==> src/rtl/fir_mac_sequencer_if.sv <==
// Control bus between the FIR MAC sequencer and its sample RAM, coefficient ROM
// and accumulator datapath. The sequencer drives through the master modport.
interface fir_mac_sequencer_if #(
  parameter int AW = 7,
  parameter int CW = 6
);
  logic          in_valid;
  logic          in_ready;
  logic          wr_en;
  logic [AW-1:0] wr_addr;
  logic          wr_zero;
  logic [AW-1:0] rd_addr_a;
  logic [AW-1:0] rd_addr_b;
  logic          rd_b_en;
  logic [CW-1:0] coef_addr;
  logic          acc_clr;
  logic          acc_en;
  logic          out_valid;

  modport master (
    input  in_valid,
    output in_ready, wr_en, wr_addr, wr_zero, rd_addr_a, rd_addr_b,
           rd_b_en, coef_addr, acc_clr, acc_en, out_valid
  );

  modport slave (
    output in_valid,
    input  in_ready, wr_en, wr_addr, wr_zero, rd_addr_a, rd_addr_b,
           rd_b_en, coef_addr, acc_clr, acc_en, out_valid
  );
endinterface

==> src/rtl/fir_mac_sequencer.sv <==
// Control FSM for a time-multiplexed symmetric odd-length FIR: one sample write,
// HALF pre-add/MAC cycles, then a PIPE-delayed accumulator finish per input sample.
module fir_mac_sequencer #(
  parameter int NTAPS = 127,
  parameter int PIPE  = 2
) (
  input  logic                clk,
  input  logic                rst,
  fir_mac_sequencer_if.master bus
);
  localparam int HALF = (NTAPS + 1) / 2;
  localparam int AW   = $clog2(NTAPS);
  localparam int CW   = $clog2(HALF);
  localparam int CNTW = $clog2(NTAPS + PIPE + 2);

  typedef enum logic [2:0] {
    ST_INIT, ST_IDLE, ST_WRITE, ST_MAC, ST_DRAIN, ST_DONE
  } state_t;

  state_t          state_q, state_d;
  logic [CNTW-1:0] cnt_q, cnt_d;
  logic [AW-1:0]   head_q, head_d;
  logic [AW-1:0]   newest_q, newest_d;

  logic            in_ready_q, in_ready_d;
  logic            wr_en_q, wr_en_d;
  logic            wr_zero_q, wr_zero_d;
  logic [AW-1:0]   wr_addr_q, wr_addr_d;
  logic [AW-1:0]   rd_addr_a_q, rd_addr_a_d;
  logic [AW-1:0]   rd_addr_b_q, rd_addr_b_d;
  logic            rd_b_en_q, rd_b_en_d;
  logic [CW-1:0]   coef_addr_q, coef_addr_d;
  logic            out_valid_q, out_valid_d;
  logic [PIPE:0]   clr_pipe_q, clr_pipe_d;
  logic [PIPE:0]   en_pipe_q, en_pipe_d;

  logic [AW:0]     k_ext;
  logic [AW:0]     diff;
  logic [AW:0]     sum;
  logic            is_mac;

  always_comb begin
    state_d  = state_q;
    cnt_d    = cnt_q;
    head_d   = head_q;
    newest_d = newest_q;

    unique case (state_q)
      ST_INIT: begin
        if (cnt_q == CNTW'(NTAPS)) begin
          state_d = ST_IDLE;
          cnt_d   = '0;
        end else begin
          cnt_d = cnt_q + 1'b1;
        end
      end
      ST_IDLE: begin
        if (bus.in_valid && in_ready_q) begin
          state_d  = ST_WRITE;
          newest_d = head_q;
          head_d   = (head_q == AW'(NTAPS - 1)) ? '0 : head_q + 1'b1;
        end
      end
      ST_WRITE: begin
        state_d = ST_MAC;
        cnt_d   = '0;
      end
      ST_MAC: begin
        if (cnt_q == CNTW'(HALF - 1)) begin
          state_d = ST_DRAIN;
          cnt_d   = '0;
        end else begin
          cnt_d = cnt_q + 1'b1;
        end
      end
      ST_DRAIN: begin
        if (cnt_q == CNTW'(PIPE - 1)) begin
          state_d = ST_DONE;
          cnt_d   = '0;
        end else begin
          cnt_d = cnt_q + 1'b1;
        end
      end
      ST_DONE: begin
        state_d = ST_IDLE;
      end
      default: begin
        state_d = ST_INIT;
        cnt_d   = '0;
      end
    endcase

    // Outputs are decoded from the next state so that each registered output
    // lands in the same cycle the FSM occupies that phase.
    k_ext = (AW + 1)'(cnt_d);
    diff  = {1'b0, newest_d} - k_ext;
    if (diff[AW]) begin
      diff = diff + (AW + 1)'(NTAPS);
    end
    sum = {1'b0, newest_d} + k_ext + (AW + 1)'(1);
    if (sum >= (AW + 1)'(NTAPS)) begin
      sum = sum - (AW + 1)'(NTAPS);
    end

    is_mac      = (state_d == ST_MAC);
    in_ready_d  = (state_d == ST_IDLE);
    wr_zero_d   = (state_d == ST_INIT) && (cnt_d != '0);
    wr_en_d     = wr_zero_d || (state_d == ST_WRITE);
    wr_addr_d   = '0;
    if (wr_zero_d) begin
      wr_addr_d = AW'(cnt_d - 1'b1);
    end else if (state_d == ST_WRITE) begin
      wr_addr_d = head_q;
    end
    coef_addr_d = is_mac ? CW'(cnt_d) : '0;
    rd_addr_a_d = is_mac ? AW'(diff) : '0;
    rd_addr_b_d = is_mac ? AW'(sum) : '0;
    // Centre tap has a == b; suppress port B so it is not counted twice.
    rd_b_en_d   = is_mac && (cnt_d != CNTW'(HALF - 1));
    clr_pipe_d  = {clr_pipe_q[PIPE-1:0], is_mac && (cnt_d == '0)};
    en_pipe_d   = {en_pipe_q[PIPE-1:0], is_mac && (cnt_d != '0)};
    out_valid_d = (state_d == ST_DONE);
  end

  always_ff @(posedge clk) begin
    if (rst) begin
      state_q     <= ST_INIT;
      cnt_q       <= '0;
      head_q      <= '0;
      newest_q    <= '0;
      in_ready_q  <= 1'b0;
      wr_en_q     <= 1'b0;
      wr_zero_q   <= 1'b0;
      wr_addr_q   <= '0;
      rd_addr_a_q <= '0;
      rd_addr_b_q <= '0;
      rd_b_en_q   <= 1'b0;
      coef_addr_q <= '0;
      out_valid_q <= 1'b0;
      clr_pipe_q  <= '0;
      en_pipe_q   <= '0;
    end else begin
      state_q     <= state_d;
      cnt_q       <= cnt_d;
      head_q      <= head_d;
      newest_q    <= newest_d;
      in_ready_q  <= in_ready_d;
      wr_en_q     <= wr_en_d;
      wr_zero_q   <= wr_zero_d;
      wr_addr_q   <= wr_addr_d;
      rd_addr_a_q <= rd_addr_a_d;
      rd_addr_b_q <= rd_addr_b_d;
      rd_b_en_q   <= rd_b_en_d;
      coef_addr_q <= coef_addr_d;
      out_valid_q <= out_valid_d;
      clr_pipe_q  <= clr_pipe_d;
      en_pipe_q   <= en_pipe_d;
    end
  end

  assign bus.in_ready  = in_ready_q;
  assign bus.wr_en     = wr_en_q;
  assign bus.wr_zero   = wr_zero_q;
  assign bus.wr_addr   = wr_addr_q;
  assign bus.rd_addr_a = rd_addr_a_q;
  assign bus.rd_addr_b = rd_addr_b_q;
  assign bus.rd_b_en   = rd_b_en_q;
  assign bus.coef_addr = coef_addr_q;
  assign bus.acc_clr   = clr_pipe_q[PIPE];
  assign bus.acc_en    = en_pipe_q[PIPE];
  assign bus.out_valid = out_valid_q;
endmodule

==> src/flat_wrapper.sv <==
// flat-port wrapper written by rule: the top's interface ports become plain ports
module fir_mac_sequencer_flat 
#(
  parameter int NTAPS = 127,
  parameter int PIPE  = 2
)
  (clk, rst, bus_in_valid, bus_in_ready, bus_wr_en, bus_wr_addr, bus_wr_zero, bus_rd_addr_a, bus_rd_addr_b, bus_rd_b_en, bus_coef_addr, bus_acc_clr, bus_acc_en, bus_out_valid);
  fir_mac_sequencer_if #(.AW(($clog2(NTAPS))), .CW(($clog2(((NTAPS + 1) / 2))))) bus_i ();
  input  logic clk;
  input  logic rst;
  input wire logic [$bits(bus_i.in_valid)-1:0] bus_in_valid;
  output wire logic [$bits(bus_i.in_ready)-1:0] bus_in_ready;
  output wire logic [$bits(bus_i.wr_en)-1:0] bus_wr_en;
  output wire logic [$bits(bus_i.wr_addr)-1:0] bus_wr_addr;
  output wire logic [$bits(bus_i.wr_zero)-1:0] bus_wr_zero;
  output wire logic [$bits(bus_i.rd_addr_a)-1:0] bus_rd_addr_a;
  output wire logic [$bits(bus_i.rd_addr_b)-1:0] bus_rd_addr_b;
  output wire logic [$bits(bus_i.rd_b_en)-1:0] bus_rd_b_en;
  output wire logic [$bits(bus_i.coef_addr)-1:0] bus_coef_addr;
  output wire logic [$bits(bus_i.acc_clr)-1:0] bus_acc_clr;
  output wire logic [$bits(bus_i.acc_en)-1:0] bus_acc_en;
  output wire logic [$bits(bus_i.out_valid)-1:0] bus_out_valid;
  assign bus_i.in_valid = bus_in_valid;
  assign bus_in_ready = bus_i.in_ready;
  assign bus_wr_en = bus_i.wr_en;
  assign bus_wr_addr = bus_i.wr_addr;
  assign bus_wr_zero = bus_i.wr_zero;
  assign bus_rd_addr_a = bus_i.rd_addr_a;
  assign bus_rd_addr_b = bus_i.rd_addr_b;
  assign bus_rd_b_en = bus_i.rd_b_en;
  assign bus_coef_addr = bus_i.coef_addr;
  assign bus_acc_clr = bus_i.acc_clr;
  assign bus_acc_en = bus_i.acc_en;
  assign bus_out_valid = bus_i.out_valid;
  fir_mac_sequencer #(.NTAPS(NTAPS), .PIPE(PIPE)) u_core (.clk(clk), .rst(rst), .bus(bus_i));
endmodule
==> config.mk <==
export PLATFORM = sky130hd
export DESIGN_NAME = fir_mac_sequencer_flat
export DESIGN_NICKNAME = d
export VERILOG_FILES = /design/src/rtl/fir_mac_sequencer_if.sv /design/src/rtl/fir_mac_sequencer.sv /design/src/flat_wrapper.sv
export SDC_FILE = /design/constraint.sdc
export NUM_CORES = 1
export LEC_CHECK = 0
export ABC_CLOCK_PERIOD_IN_PS = 11300
export BUFFER_PORTS_ARGS = -buffer_cell sky130_fd_sc_hd__buf_2
export CAP_MARGIN = 20
export CORE_UTILIZATION = 42
export CTS_CLUSTER_DIAMETER = 200
export DETAILED_ROUTE_END_ITERATION = 12
export PLACE_DENSITY = 0.65
export SYNTH_ARGS = -nofsm -noshare
export SYNTH_HDL_FRONTEND = slang
export SYNTH_SLANG_ARGS = --single-unit
==> constraint.sdc <==
create_clock -name clk -period 11.3 [get_ports clk]
set_input_delay 2.26 -clock clk [delete_from_list [all_inputs] [get_ports clk]]
set_output_delay 2.26 -clock clk [all_outputs]
set_load 0.03 [all_outputs]
* Word-level counts from Yosys, hierarchy flattened *
Index checks and enable logic that the tools add are counted.

word-level totals
  register bits = 63
  bits in latches = 0
  memory bits (writable) = 0
  memory bits (read-only) = 0
  logic and storage cells = 68
  memories = 0

cells by class
  $add $sub $neg = 8
  $mul = 0
  divide/modulo/power cells = 0
  $lt $le $gt $ge = 1
  equal/unequal tests = 14
  shift operators = 0
  mux-type cells = 16
  bitwise gates (word level) = 1
  reductions and logical operators = 13

operators with widths
  cell                   count
  $mux W7                7
  $pmux W8 S4            1
  $mux W8                3
  $pmux W3 S6            1
  $add A8 B1 Y8 const B  2
  $eq A3 B2 Y1 const B   4
  $mux W3                4
  $eq A3 B3 Y1 const B   3
  $add A7 B8 Y8          1
  $eq A8 B1 Y1 const B   1
  $eq A8 B6 Y1 const B   1
  $eq A8 B7 Y1 const B   1
  $ge A8 B7 Y1 const B   1
  $logic_not A8 Y1       1
  $ne A8 B6 Y1 const B   1
  $reduce_bool A8 Y1     1
  $sub A7 B8 Y8          1
  $add A7 B1 Y7 const B  1
  $add A7 B7 Y7 const B  1
  $eq A7 B7 Y1 const B   1
  $sub A7 B1 Y7 const B  1
  $sub A7 B7 Y7 const B  1
  $eq A3 B1 Y1 const B   2
  $logic_not A3 Y1       2
  5 further kinds        10

* Logic depth before layout (Yosys ltp) *
  depth in word-level cells = 7
  depth in mapped cells = 18
  gate-level depth less buffers = 17

* Worst setup path after synthesis *
OpenSTA, ideal clock, no wires.

  kind = input port to flip-flop
  start = input bus_in_valid
  end = register u_core.rd_addr_a_q[6], in the netlist u_core.bus.rd_addr_a[6]
  library setup time = 0.115 ns
  arrival time = 5.193 ns
  slack = 5.993 ns
  cell stages on the path = 13
  path buffers = 0
  path through = nand2_1 > or3_1 > a21boi_0 > inv_1 > ha_1 > nor2b_1 > o21ai_0 > a21oi_1 > o41ai_1 > xnor2_4 > nor4_4 > xnor2_1 > nor2_1

on the way
  cells in the longest elaborated chain, start to end = 6
  elaborated cells on any way between the ends = 11
  classes of those cells = add/sub: 2; eq/ne: 1; mux: 5; bitwise: 1; reduce/logical: 2

RTL lines
  item                    RTL line                  text
  start: declaration      flat_wrapper.sv:11        input wire logic [$bits(bus_i.in_valid)-1:0] bus_in_valid;
  $logic_and A1 B1 Y1 *   fir_mac_sequencer.sv:58   if (bus.in_valid && in_ready_q) begin
  $mux W7 *               fir_mac_sequencer.sv:58
  $mux W7 *               fir_mac_sequencer.sv:48   unique case (state_q)
  net u_core.newest_d[1]  fir_mac_sequencer.sv:23   logic [AW-1:0] newest_q, newest_d;
  $sub A7 B8 Y8 *         fir_mac_sequencer.sv:96   diff = {1'b0, newest_d} - k_ext;
  $add A7 B7 Y7           fir_mac_sequencer.sv:98   diff = diff + (AW + 1)'(NTAPS);
  $mux W7 *               fir_mac_sequencer.sv:97   if (diff[AW]) begin
  end signal: assignment  fir_mac_sequencer.sv:151  rd_addr_a_q <= rd_addr_a_d;
  end: declaration        fir_mac_sequencer.sv:29   logic [AW-1:0] rd_addr_a_q, rd_addr_a_d;

The timed path passes the listed nets; every way through them passes the cells marked *.
A chain may end at the register's enable or synchronous reset.

* Final worst setup path *
Same ends and word-level chain as after synthesis.

==> flow_metrics.tcl <==
set metrics [dict create \
    run_status "finished clean" \
    setup_viol 0 \
    ant_nets 0 \
    synth-main-ff-cell "dfxtp_1" \
    syn_avg_cell_area_sq_um 8.46 \
    cp_slowest_cell "o41ai_1" \
    crit_chain "buf_2, nand2_1, or3_1, a21boi_0, inv_1, ha_1, nor2b_1, o21ai_0, a21oi_1, o41ai_1, xnor2_4, nor4_4, xnor2_1, nor2_1" \
    synth_top_area_share_pct 34.4 \
    grtUsageTotal_pct 18.5 \
    drt_wl_total_mm 7.74 \
    placed_area_sq_um 3860 \
    synthAdderAreaFrac_pct 8.61 \
    finalSetupTns_ns 0 \
    rows 33 \
    clk_pin_slew_ns 0.06 \
    fin_crit_ns 5.64 \
    stdcell_area_sq_um 4060 \
    tritoncts "yes" \
    grt_max_degree 35 \
    die_y_um 95.4 \
    dp_worst_setup_slack_ns 5.37 \
    drv_cap 0 \
    cpLargestDelayFamily "compound AO/OA/AOI/OAI gates" \
    cts_root_buffer "clkbuf_8" \
    cp_max_fo 12 \
    drt-initial-drc-count 125 \
    wl_per_cell_um 13.6 \
    hpwl_mm 5.64 \
    whs_ns 0.434 \
    synth_top_family_by_area "simple AND/OR/NAND/NOR gates" \
    ys_seq_area_share_pct 34.4 \
    rr_worst_depth 14 \
    drive_gt1_share_pct 17.0 \
    core-area_sq_um 8340 \
    hold_viol_final 0 \
    worst_r2r_endpoint "u_core.bus.rd_addr_a[6]" \
    grt_pass1_wl_mm 12.9 \
    synth-seq-cells 63 \
    numPortBuffers 36 \
    routed-via-count 3039 \
    die_w_um 95.4 \
    rsz0062_at_grt "false" \
    synth_edf_count 0 \
    cts.sinks 63 \
    required_ns 11.49 \
    cts_setup_buffers 0 \
    irDropWorstVdd_mv 0.0606 \
    fin_crit_sh_pct 49.9 \
    hp-start "u_core.clr_pipe_q[1]" \
    overflow 0 \
    startpoint_type "input pin" \
    ys_types 70 \
    synth-xor-area-share_pct 7.72 \
    insertedDiodeCount 0 \
    max_freq_mhz 177 \
    cts_resized 0 \
    worst_pin_slew_ns 0.827 \
    synth_compound_area_share_pct 19.0 \
    synth.net_count 460 \
    slew_viol_final 0 \
    fin_worst_skew_ns 0.00746 \
    syn_to_final_growth_pct 10.9 \
    async_reset_ff_share_pct 0 \
    cts_buffers 9 \
    gp_congestion 0.909 \
    endpoint_kind "flop" \
    yosys.area_share.simple_pct 23.8 \
    cts_max_level 3 \
    yosys_warnings 0 \
    start_util_pct 43.9 \
    max-slew-margin-rel_pct 44.1 \
    ios 37 \
    min_path_cells 1 \
    setup_ws_ns 5.66 \
    max_stage_delay_ns 0.69 \
    hp-class "reg2reg" \
    grt_pass1_vias 2787 \
    antenna_found_initial 0 \
    synth_area_sq_um 3660 \
    clkLatencyLatePin_ns 0.33 \
    muxShareOfSynthArea_pct 0.581 \
    yosysTopAreaCell "dfxtp_1" \
    reg2reg_from "u_core.cnt_q[0]" \
    rrSetupSlack_ns 6.36 \
    nets 488 \
    die_area_sq_um 9100 \
    leakage_nw 1.77 \
    drc 0 \
    drt_pass1_iterations 4 \
    synthTopCellsByArea "dfxtp_1 34%, ha_1 7.5%, nor2_1 5.8%, xnor2_1 4.3%, nand2_1 4.1%" \
    arrival_ns 5.83 \
    hold_end "u_core.clr_pipe_q[2]" \
    via_per_inst 5.33 \
    worstPathBufferInverterCount 2 \
    power_density_nw_per_um2 120 \
    syn_inst 433 \
    postCtsHoldBufs 0 \
    worstSetupPathType "in2reg" \
    clockBufferDepth 2 \
]
-- flip-flops by register name, indices dropped and copies added, names as in the netlist --
signal and flops:
u_core.bus.wr_zero 1, u_core.head_q 7, u_core.bus.rd_b_en 1, u_core.bus.rd_addr_b 7
u_core.bus.wr_en 1, u_core.bus.rd_addr_a 7, u_core.bus.out_valid 1, u_core.clr_pipe_q 3
u_core.bus.coef_addr 6, u_core.cnt_q 8, u_core.en_pipe_q 3, u_core.newest_q 7
u_core.bus.wr_addr 7, u_core.bus.in_ready 1, u_core.state_q 3
-- worst reg2reg max path: cells and delay by family (launching register included) --
family | cells | cell delay [ns]
simple gates | 5 | 1.38
compound gates | 5 | 1.80
fa+ha+maj | 2 | 0.73
flops | 1 | 0.51
xor+xnor | 2 | 0.37
-- routing by layer --
metal	part of all wire [%]	up-vias	global-route usage, %
met5	0	-	0
met4	2.2	0	6.97
met3	3.5	11	4.63
met2	46	57	29.9
met1	48	1425	23.6
li1	-	1546	-
-- where the power goes --
group	total [mW]	internal, mW	switching [mW]
registers	0.228	0.225	0.00274
clock network	0.196	0.112	0.0831
logic	0.0636	0.0243	0.0393
total	0.487	0.362	0.125
-- how the worst max path moves through the flow --
| stage | from | endpoint | cells past startpoint |
|---|---|---|---|
| 2_1_floorplan | bus_in_valid | u_core.bus.rd_addr_a[6] | 13 |
| 3_3_place_gp | bus_in_valid | u_core.bus.rd_addr_a[6] | 14 |
| 3_5_place_dp | bus_in_valid | u_core.bus.rd_addr_a[6] | 14 |
| 4_1_cts | bus_in_valid | u_core.bus.rd_addr_a[6] | 14 |
| 5_1_grt | bus_in_valid | u_core.bus.rd_addr_a[6] | 14 |
| 6_report | bus_in_valid | u_core.bus.rd_addr_a[6] | 14 |
-- cells in the final DEF, fill, tap and decap left out, types with 6 or more instances in the layout --
| master | netlist | layout |
|---|---|---|
| dfxtp_1 | 63 | 63 |
| nor2_1 | 57 | 57 |
| nand2_1 | 40 | 40 |
| buf_2 | 0 | 36 |
| a21oi_1 | 28 | 28 |
| inv_1 | 25 | 25 |
| ha_1 | 22 | 22 |
| o21ai_0 | 19 | 19 |
| xnor2_1 | 18 | 18 |
| nor3_1 | 14 | 14 |
| clkbuf_8 | 0 | 11 |
| nor2b_1 | 10 | 10 |
| nand3_1 | 9 | 9 |
| xor2_1 | 8 | 8 |
| nand2b_1 | 6 | 6 |
-- final cells by class --
class / count / area, sq um
timing repair buffer: 37 / 188
multi-input combinational: 324 / 2190
inverter: 26 / 97.6
clock buffer: 12 / 155
sequential: 63 / 1260
clock inverter: 3 / 42.5
fill: 807 / 4280
tap: 105 / 131
-- metrics by stage --
step	power, mW	utilization (%)	cells
after detailed placement	0.297	46.3	555
after CTS	0.492	48.7	570
after global routing	0.509	48.7	570
final	0.487	48.7	570
after global placement	0.295	46.3	555
after floorplan	0.283	-	433
-- cell families (layout without fill, tap and decap cells) --
kind of cell	after synthesis	after routing
multiplexers	2	2
AO/OA/AOI/OAI	99	99
flip-flops	63	63
XOR/XNOR	28	28
AND/OR/NAND/NOR	171	171
buffers and inverters	46	78
adder cells (fa/ha/maj)	24	24
-- synth_stat cells, types with 2 or more instances --
cell type	n
dfxtp_1	63
nor2_1	57
nand2_1	40
a21oi_1	28
inv_1	25
ha_1	22
o21ai_0	19
xnor2_1	18
nor3_1	14
clkbuf_1	13
nor2b_1	10
nand3_1	9
xor2_1	8
nand2b_1	6
a31oi_1	5
buf_6	5
or3_1	5
a21o_1	4
a21oi_2	4
and3_1	4
nand3b_1	4
o21bai_1	4
or2_2	4
a211oi_1	3
nand4_1	3
o211ai_1	3
a311oi_1	2
a32oi_1	2
fa_1	2
nor4_4	2
o211a_1	2
o21a_1	2
o21ai_1	2
o31a_1	2
xnor2_4	2
No activity file was read; power rests on OpenSTA's default activity.
